### config.mk
export PLATFORM = sky130hd
export DESIGN_NAME = pc_unit
export DESIGN_NICKNAME = d
export VERILOG_FILES = /design/src/rtl/pc_pkg.sv /design/src/rtl/pc_ras.sv /design/src/rtl/pc_unit.sv
export SDC_FILE = /design/constraint.sdc
export NUM_CORES = 1
export LEC_CHECK = 0
export BUFFER_PORTS_ARGS = -buffer_cell sky130_fd_sc_hd__buf_2
export CORE_ASPECT_RATIO = 0.5
export CORE_MARGIN = 10
export CORE_UTILIZATION = 49
export CTS_CLUSTER_DIAMETER = 80
export DETAILED_ROUTE_END_ITERATION = 6
export PLACE_DENSITY = 0.94
export REMOVE_ABC_BUFFERS = 1
export SLEW_MARGIN = 10
export SYNTH_ARGS = -nofsm -noshare
export SYNTH_HDL_FRONTEND = slang
export SYNTH_SLANG_ARGS = --single-unit
### constraint.sdc
create_clock -name clk -period 5.9 [get_ports clk]
set_input_delay 0.885 -clock clk [delete_from_list [all_inputs] [get_ports clk]]
set_output_delay 0.885 -clock clk [all_outputs]
set_load 0.02 [all_outputs]
### src/rtl/pc_pkg.sv
// Shared definitions for the program-counter unit: default width, PC step and
// the next-PC source encoding.
package pc_pkg;

  localparam int unsigned DEFAULT_WIDTH = 32;
  localparam int unsigned PC_INC        = 4;

  typedef enum logic [2:0] {
    SRC_SEQ,
    SRC_BR,
    SRC_JMP,
    SRC_RET,
    SRC_EXC
  } pc_src_e;

endpackage

### src/rtl/pc_ras.sv
// Circular return-address stack. A push onto a full stack overwrites the oldest
// entry. A pop has priority over a push, and a pop on an empty stack sets a sticky underflow flag.
module pc_ras
  import pc_pkg::*;
#(
  parameter int unsigned WIDTH = DEFAULT_WIDTH,
  parameter int unsigned DEPTH = 4
) (
  input  logic             clk,
  input  logic             rst,
  input  logic             i_push,
  input  logic             i_pop,
  input  logic [WIDTH-1:0] i_data,
  output logic [WIDTH-1:0] o_top,
  output logic             o_empty,
  output logic             o_full,
  output logic             o_underflow
);

  localparam int unsigned PW = $clog2(DEPTH);
  localparam int unsigned CW = $clog2(DEPTH + 1);

  logic [WIDTH-1:0] r_mem [DEPTH];
  logic [PW-1:0]    r_ptr;
  logic [CW-1:0]    r_count;
  logic             r_empty;
  logic             r_full;
  logic             r_underflow;
  logic [PW-1:0]    w_top_idx;

  // r_ptr is the next write slot. When the stack is full, that slot holds the oldest entry.
  assign w_top_idx   = r_ptr - PW'(1);
  assign o_top       = r_mem[w_top_idx];
  assign o_empty     = r_empty;
  assign o_full      = r_full;
  assign o_underflow = r_underflow;

  always_ff @(posedge clk or negedge rst) begin
    if (!rst) begin
      r_ptr       <= '0;
      r_count     <= '0;
      r_empty     <= 1'b1;
      r_full      <= 1'b0;
      r_underflow <= 1'b0;
    end else if (i_pop) begin
      if (!r_empty) begin
        r_ptr   <= r_ptr - PW'(1);
        r_count <= r_count - CW'(1);
        r_empty <= (r_count == CW'(1));
        r_full  <= 1'b0;
      end else begin
        r_underflow <= 1'b1;
      end
    end else if (i_push) begin
      r_ptr   <= r_ptr + PW'(1);
      r_empty <= 1'b0;
      if (!r_full) begin
        r_count <= r_count + CW'(1);
        r_full  <= (r_count == CW'(DEPTH - 1));
      end
    end
  end

  always_ff @(posedge clk) begin
    if (i_push && !i_pop) begin
      r_mem[r_ptr] <= i_data;
    end
  end

endmodule

### src/rtl/pc_unit.sv
// Program-counter unit with next-PC priority select and an optional return-address stack.
// The stack is included when the macro PC_UNIT_RAS_EN is defined.
module pc_unit
  import pc_pkg::*;
#(
  parameter int unsigned      WIDTH        = DEFAULT_WIDTH,
  parameter logic [WIDTH-1:0] RESET_VECTOR = '0,
  parameter int unsigned      RAS_DEPTH    = 4
) (
  input  logic             clk,
  input  logic             rst,
  input  logic             stall,
  input  logic             branch_taken,
  input  logic [WIDTH-1:0] branch_target,
  input  logic             jump,
  input  logic [WIDTH-1:0] jump_target,
  input  logic             call,
  input  logic             ret,
  input  logic             exception,
  input  logic [WIDTH-1:0] exc_vector,
  output logic [WIDTH-1:0] pc_out,
  output logic [WIDTH-1:0] pc_plus4,
  output logic             ras_empty,
  output logic             ras_full,
  output logic             ras_underflow
);

  if ((RAS_DEPTH < 2) || ((RAS_DEPTH & (RAS_DEPTH - 1)) != 0)) begin : g_bad_depth
    $error("RAS_DEPTH must be a power of two, at least 2");
  end

  logic [WIDTH-1:0] r_pc;
  logic [WIDTH-1:0] w_pc_plus4;
  logic [WIDTH-1:0] w_ret_target;
  logic [WIDTH-1:0] w_next_raw;
  logic [WIDTH-1:0] w_next;
  logic             w_adv;
  pc_src_e          w_src;

  assign w_pc_plus4 = r_pc + WIDTH'(PC_INC);
  assign pc_plus4   = w_pc_plus4;
  assign pc_out     = r_pc;
  // An exception overrides a stall.
  assign w_adv      = !stall || exception;

`ifdef PC_UNIT_RAS_EN
  logic [WIDTH-1:0] w_ras_top;
  logic             w_ras_empty;
  logic             w_push;
  logic             w_pop;

  // A ret takes priority over a call, so a call+ret cycle does not push.
  assign w_pop  = w_adv && !exception && ret;
  assign w_push = w_adv && !exception && call && !ret;

  pc_ras #(
    .WIDTH (WIDTH),
    .DEPTH (RAS_DEPTH)
  ) u_ras (
    .clk         (clk),
    .rst         (rst),
    .i_push      (w_push),
    .i_pop       (w_pop),
    .i_data      (w_pc_plus4),
    .o_top       (w_ras_top),
    .o_empty     (w_ras_empty),
    .o_full      (ras_full),
    .o_underflow (ras_underflow)
  );

  assign ras_empty    = w_ras_empty;
  assign w_ret_target = w_ras_empty ? jump_target : w_ras_top;
`else
  assign ras_empty     = 1'b1;
  assign ras_full      = 1'b0;
  assign ras_underflow = 1'b0;
  assign w_ret_target  = jump_target;
`endif

  always_comb begin
    w_src = SRC_SEQ;
    if (exception)           w_src = SRC_EXC;
    else if (ret)            w_src = SRC_RET;
    else if (jump || call)   w_src = SRC_JMP;
    else if (branch_taken)   w_src = SRC_BR;
  end

  always_comb begin
    w_next_raw = w_pc_plus4;
    unique case (w_src)
      SRC_EXC: w_next_raw = exc_vector;
      SRC_RET: w_next_raw = w_ret_target;
      SRC_JMP: w_next_raw = jump_target;
      SRC_BR:  w_next_raw = branch_target;
      default: w_next_raw = w_pc_plus4;
    endcase
  end

  assign w_next = {w_next_raw[WIDTH-1:2], 2'b00};

  always_ff @(posedge clk or negedge rst) begin
    if (!rst) begin
      r_pc <= RESET_VECTOR;
    end else if (w_adv) begin
      r_pc <= w_next;
    end
  end

endmodule

**After elaboration in Yosys (flattened, before gate mapping)**

Index checks and enable logic that the tools add are counted.

- Add/sub/neg operators: 1
- Equal/unequal tests: 4
- Multiplexer cells: 5
- Reduce and logical (&&, ||, !) cells: 4

Operators with widths:

| operator | number |
|---|---|
| $pmux 32 s3 | 1 |
| $add 32x3->32 const B | 1 |
| $eq 3x2->1 const B | 2 |
| $mux 2 | 2 |
| $eq 3x1->1 const B | 1 |
| $eq 3x3->1 const B | 1 |
| $mux 3 | 1 |
| $logic_or 1x1->1 | 2 |
| $reduce_or 2->1 | 1 |
| $logic_not 1->1 | 1 |
| $mux 1 | 1 |

- Register bits after elaboration: 30
- Input port bits: 104
- Output and inout port bits: 67
- Word-level logic and storage cells: 15

**Depth between registers and ports, before layout**

- Word-level depth: 7
- Gate-level depth with buffers: 7
- Gate-level depth less buffers: 6

**Least setup slack after synthesis**

No wires, ideal clock.

- Kind: register to output
- Start: register r_pc[2] (netlist: pc_out[2])
- End: output port pc_plus4[30]
- Data arrival time: 2.173 ns
- Required time: 5.015 ns
- Slack: 2.842 ns
- Stages on the path, launching flop included: 6
- Path buffers: 0
- Path through: dfrtp_1 > ha_1 > and3_2 > nand4_4 > or4_4 > xnor2_1

- Cells in the longest elaborated chain, start to end: 1

Ends and longest elaborated chain:

| item | line | source |
|---|---|---|
| start: declaration | pc_unit.sv:32 | `logic [WIDTH-1:0] r_pc;` |
| start signal: assignment | pc_unit.sv:105 | `r_pc <= w_next;` |
| $add 32x3->32 | pc_unit.sv:40 | `assign w_pc_plus4 = r_pc + WIDTH'(PC_INC);` |
| end: declaration | pc_unit.sv:22 | `output logic [WIDTH-1:0] pc_plus4,` |

No other way between the ends.

**Final worst setup path**

Ends and elaborated chain as after synthesis.

==> impl_results.md <==
- Outcome: finished clean
- Highest routed layer: met4
- Final design instance area without fill: 3824 sq um
- Layout cell share with drive strength beyond 1: 35.56%
- Final routed wire length divided by cell count: 19.18 um
- Number of antenna repair diodes: 0
- Final critical-path required period: 3.346 ns
- Min-delay worst type: flop to flop
- Post-synth cell types: 64
- Number of hold violations in the final report: 0
- Most frequent cell after synthesis: sky130_fd_sc_hd__nand2_1
- Power share of the clock group: 31.2%
- Clock Skews: 0.005018 ns
- Clock Pin Slew Worst Setup and Hold Paths: 0.05 ns
- Antenna viol nets, final: 0
- Hold Path End: pc_out[31]
- Type of the worst setup path: flop to output port
- Total congestion overflow after global routing: 0
- Bufs and invs on worst path: 1
- Layout Utilization: 67.58%
- Min-Delay Path Depth: 1
- Seq cells post-synth: 30
- Setup repair after global routing missed its margin: no
- Hold buffer count at CTS: 0
- Netlist Area Pre-Place: 2965 sq um
- Minimum setup slack among reg-to-reg paths: 3.57 ns
- Total number of placement rows: 19
- Fin crit share: 56.71%
- Final Wtd Congestion: 0.8653
- TritonRoute pass-1 iters: 5
- Vias per std cell: 6.070
- Max Transition Viols Final: 0
- Largest net degree at the start of global routing: 50
- Placeable core region: 5658 sq um
- Horizontal extent of the die: 130.0 um
- Slew at the pin closest to its max-slew limit: 1.027 ns
- Post_cts resized: 0
- Violation count after the first detailed-routing iteration: 375
- WL met3: 1.057 mm
- Min-Delay Startpoint: pc_out[31]
- Sinks on Clock Net: 30
- Met2 wire length: 5.721 mm
- Count of mapped cells out of synthesis: 388
- Slowest cell delay on critical path: 0.60 ns
- Number of global-route vias before repair: 3,381
- Insertion delay of the later-clocked pin in the worst-skew pair: 0.28 ns
- Multi-input gate area: 1988 sq um
- CTS Buffer Depth: 2
- Worst hold slack after final layout: 0.5611 ns
- Final worst-path setup slack: 2.554 ns
- Cts bufs inserted: 5
- Final-report setup violation count: 0
- Via Count: 3,618
- Max Clk Rate: 298.9 MHz
- EDFF count, synth: 0
- Setup Total Neg Slack: 0 ns
- Kind of capture point of the worst setup path: output port
- Port-buffer cells: 157
- CTS tree: yes
- Placed wire-length estimate after detailed placement: 8.255 mm
- Top area cells in the synthesized netlist: sky130_fd_sc_hd__dfrtp_1 (25%), sky130_fd_sc_hd__xnor2_1 (5.3%), sky130_fd_sc_hd__a21oi_1 (4.7%)
- Die area: 9752 sq um
- Switching Power: 0.3205 mW
- Static leakage: 1.687 nW
- Seq pwr share: 33.0%
- Slowest stage cell on the critical path: sky130_fd_sc_hd__or4_4
- Normalized max-slew margin: 31.32%
- Sequential-to-total area share from yosys stat: 25.32%
- Worst slack after detailed placement: 2.856 ns
- Overall global routing resource usage: 21.48%
- Switching part of the total: 38.53%
- Num ports: 171
- Cells along the critical path: ha_1 > and3_2 > nand4_4 > or4_4 > xnor2_1 > buf_2
- Internal power contribution: 0.5113 mW
- Data arrival time of the critical path: 2.46 ns
- Yosys warns: 0
- Initial antenna violation count: 0
- Library cell with the largest summed area after synthesis: sky130_fd_sc_hd__dfrtp_1
- Post-CTS Setup Bufs: 0
- Commonest cells in the synthesized netlist: sky130_fd_sc_hd__nand2_1 (33), sky130_fd_sc_hd__nor2_1 (31), sky130_fd_sc_hd__dfrtp_1 (30), sky130_fd_sc_hd__a21oi_1 (28), sky130_fd_sc_hd__o21ai_0 (27)
- Combinational share of power: 35.8%
- Cell depth of the worst flop-to-flop path: 6
- Maximum capacitance violations: 0
- Post-layout nets: 627
- DP Area: 3676 sq um
- Met1 layer wirelength in the final routing: 4.218 mm
- Ys async rst share: 100.0%
- H-Tree Depth: 2
- Relative area change from synthesis to final layout: 28.95%
- Avg Synthesized Cell Area: 7.643 sq um
- Family with the most delay on the worst path: simple AND/OR/NAND/NOR gates
- Launching point of the worst reg2reg path: pc_out[2]
- Die Y: 75.01 um
- Worst r2r dst: pc_out[30]
- Filler Cell Count: 485
- Maximum net fanout on the critical path: 8
- CTS root buffer: sky130_fd_sc_hd__clkbuf_16
- First-pass GRT wire length: 17.00 mm
- Most used flip-flop cell after synthesis: sky130_fd_sc_hd__dfrtp_1
- Initial core utilization: 52.41%
- Required time worst endpoint: 5.02 ns
- Worst-case vdd ir drop: 0.1190 mV
- Total detailed-routing wirelength: 11.43 mm
- Max reg flops: 30
- Remaining design rule violation count: 0
- Footprint of the flip-flops and latches: 750.7 sq um
- Startpoint type of the worst setup path: flop
- Cell area power density: 217.6 nW/um^2
- Post-synth top area share: 25.32%
## kinds of logic (layout without fill, tap and decap cells)
| kind of cell | count (synthesis) | count (layout) | synth area share (%) |
|---|---|---|---|
| and+or+nand+nor | 169 | 169 | 32.32 |
| AOI/OAI and AO/OA | 109 | 109 | 24.18 |
| buffers and inverters | 47 | 177 | 8.565 |
| DFF | 30 | 30 | 25.32 |
| xor gates and xnor gates | 28 | 28 | 8.270 |
| other | 2 | 7 | 0.2533 |
| muxes | 2 | 2 | 0.6751 |
| adders and majority gates | 1 | 1 | 0.4219 |
## per-stage QoR
stage	power, mW	instances
floorplan	0.4385	354
global placement	0.5619	588
detailed placement	0.5698	588
CTS	0.8303	596
global route	0.8675	596
finish	0.8318	596
## final cells by class
class                      instances  share of cell area, %
clock inverter                     1                 0.1309
multi-input combinational        316                  52.00
sequential                        30                  19.63
timing repair buffer             161                  21.34
tap                               73                  2.389
clock buffer                       7                  3.730
inverter                           8                 0.7853
## power by group through the flow
stage / combinational (mW) / sequential (mW) / clock [mW]
after floorplan: 0.141 / 0.297 / 0
after global placement: 0.289 / 0.273 / 0
after detailed placement: 0.295 / 0.275 / 0
after CTS: 0.299 / 0.273 / 0.259
after global routing: 0.320 / 0.279 / 0.268
final: 0.298 / 0.275 / 0.259
## layer usage
metal | track usage (%) | vias to the layer above
met5 | 0 | -
met4 | 10.40 | 0
met3 | 5.186 | 45
met2 | 37.99 | 215
met1 | 24.44 | 1681
li1 | - | 1677
## cells in the final DEF (no fill, tap or decap), drive strengths merged, types with 3 or more instances in the layout
master     n
nor4       3
clkbuf     7
inv        8
o2bb2ai    4
and3       7
o22a       4
dfrtp     30
nor2b      3
conb       7
buf      161
or3        7
a211oi     5
xnor2     18
xor2      10
o221a      4
nand3b     7
o21ai     29
nor2      32
nand2     34
o41ai      3
a311oi     3
nand3     16
nor3      25
a31oi      7
a221oi     3
a21oi     28
nor3b     15
nand4      9
and4       5
## worst max-delay path by stage
stage	depth (start not counted)	slack, ns	to	startpoint
3_5_place_dp	7	2.86	pc_out[19]	ret
2_1_floorplan	5	2.84	pc_plus4[30]	pc_out[2]
4_1_cts	6	2.56	pc_plus4[30]	pc_out[2]
6_report	6	2.55	pc_plus4[30]	pc_out[2]
3_3_place_gp	7	2.88	pc_out[19]	ret
5_1_grt	6	2.46	pc_plus4[30]	pc_out[2]
Note: power is estimated with default switching activity, not from simulation.
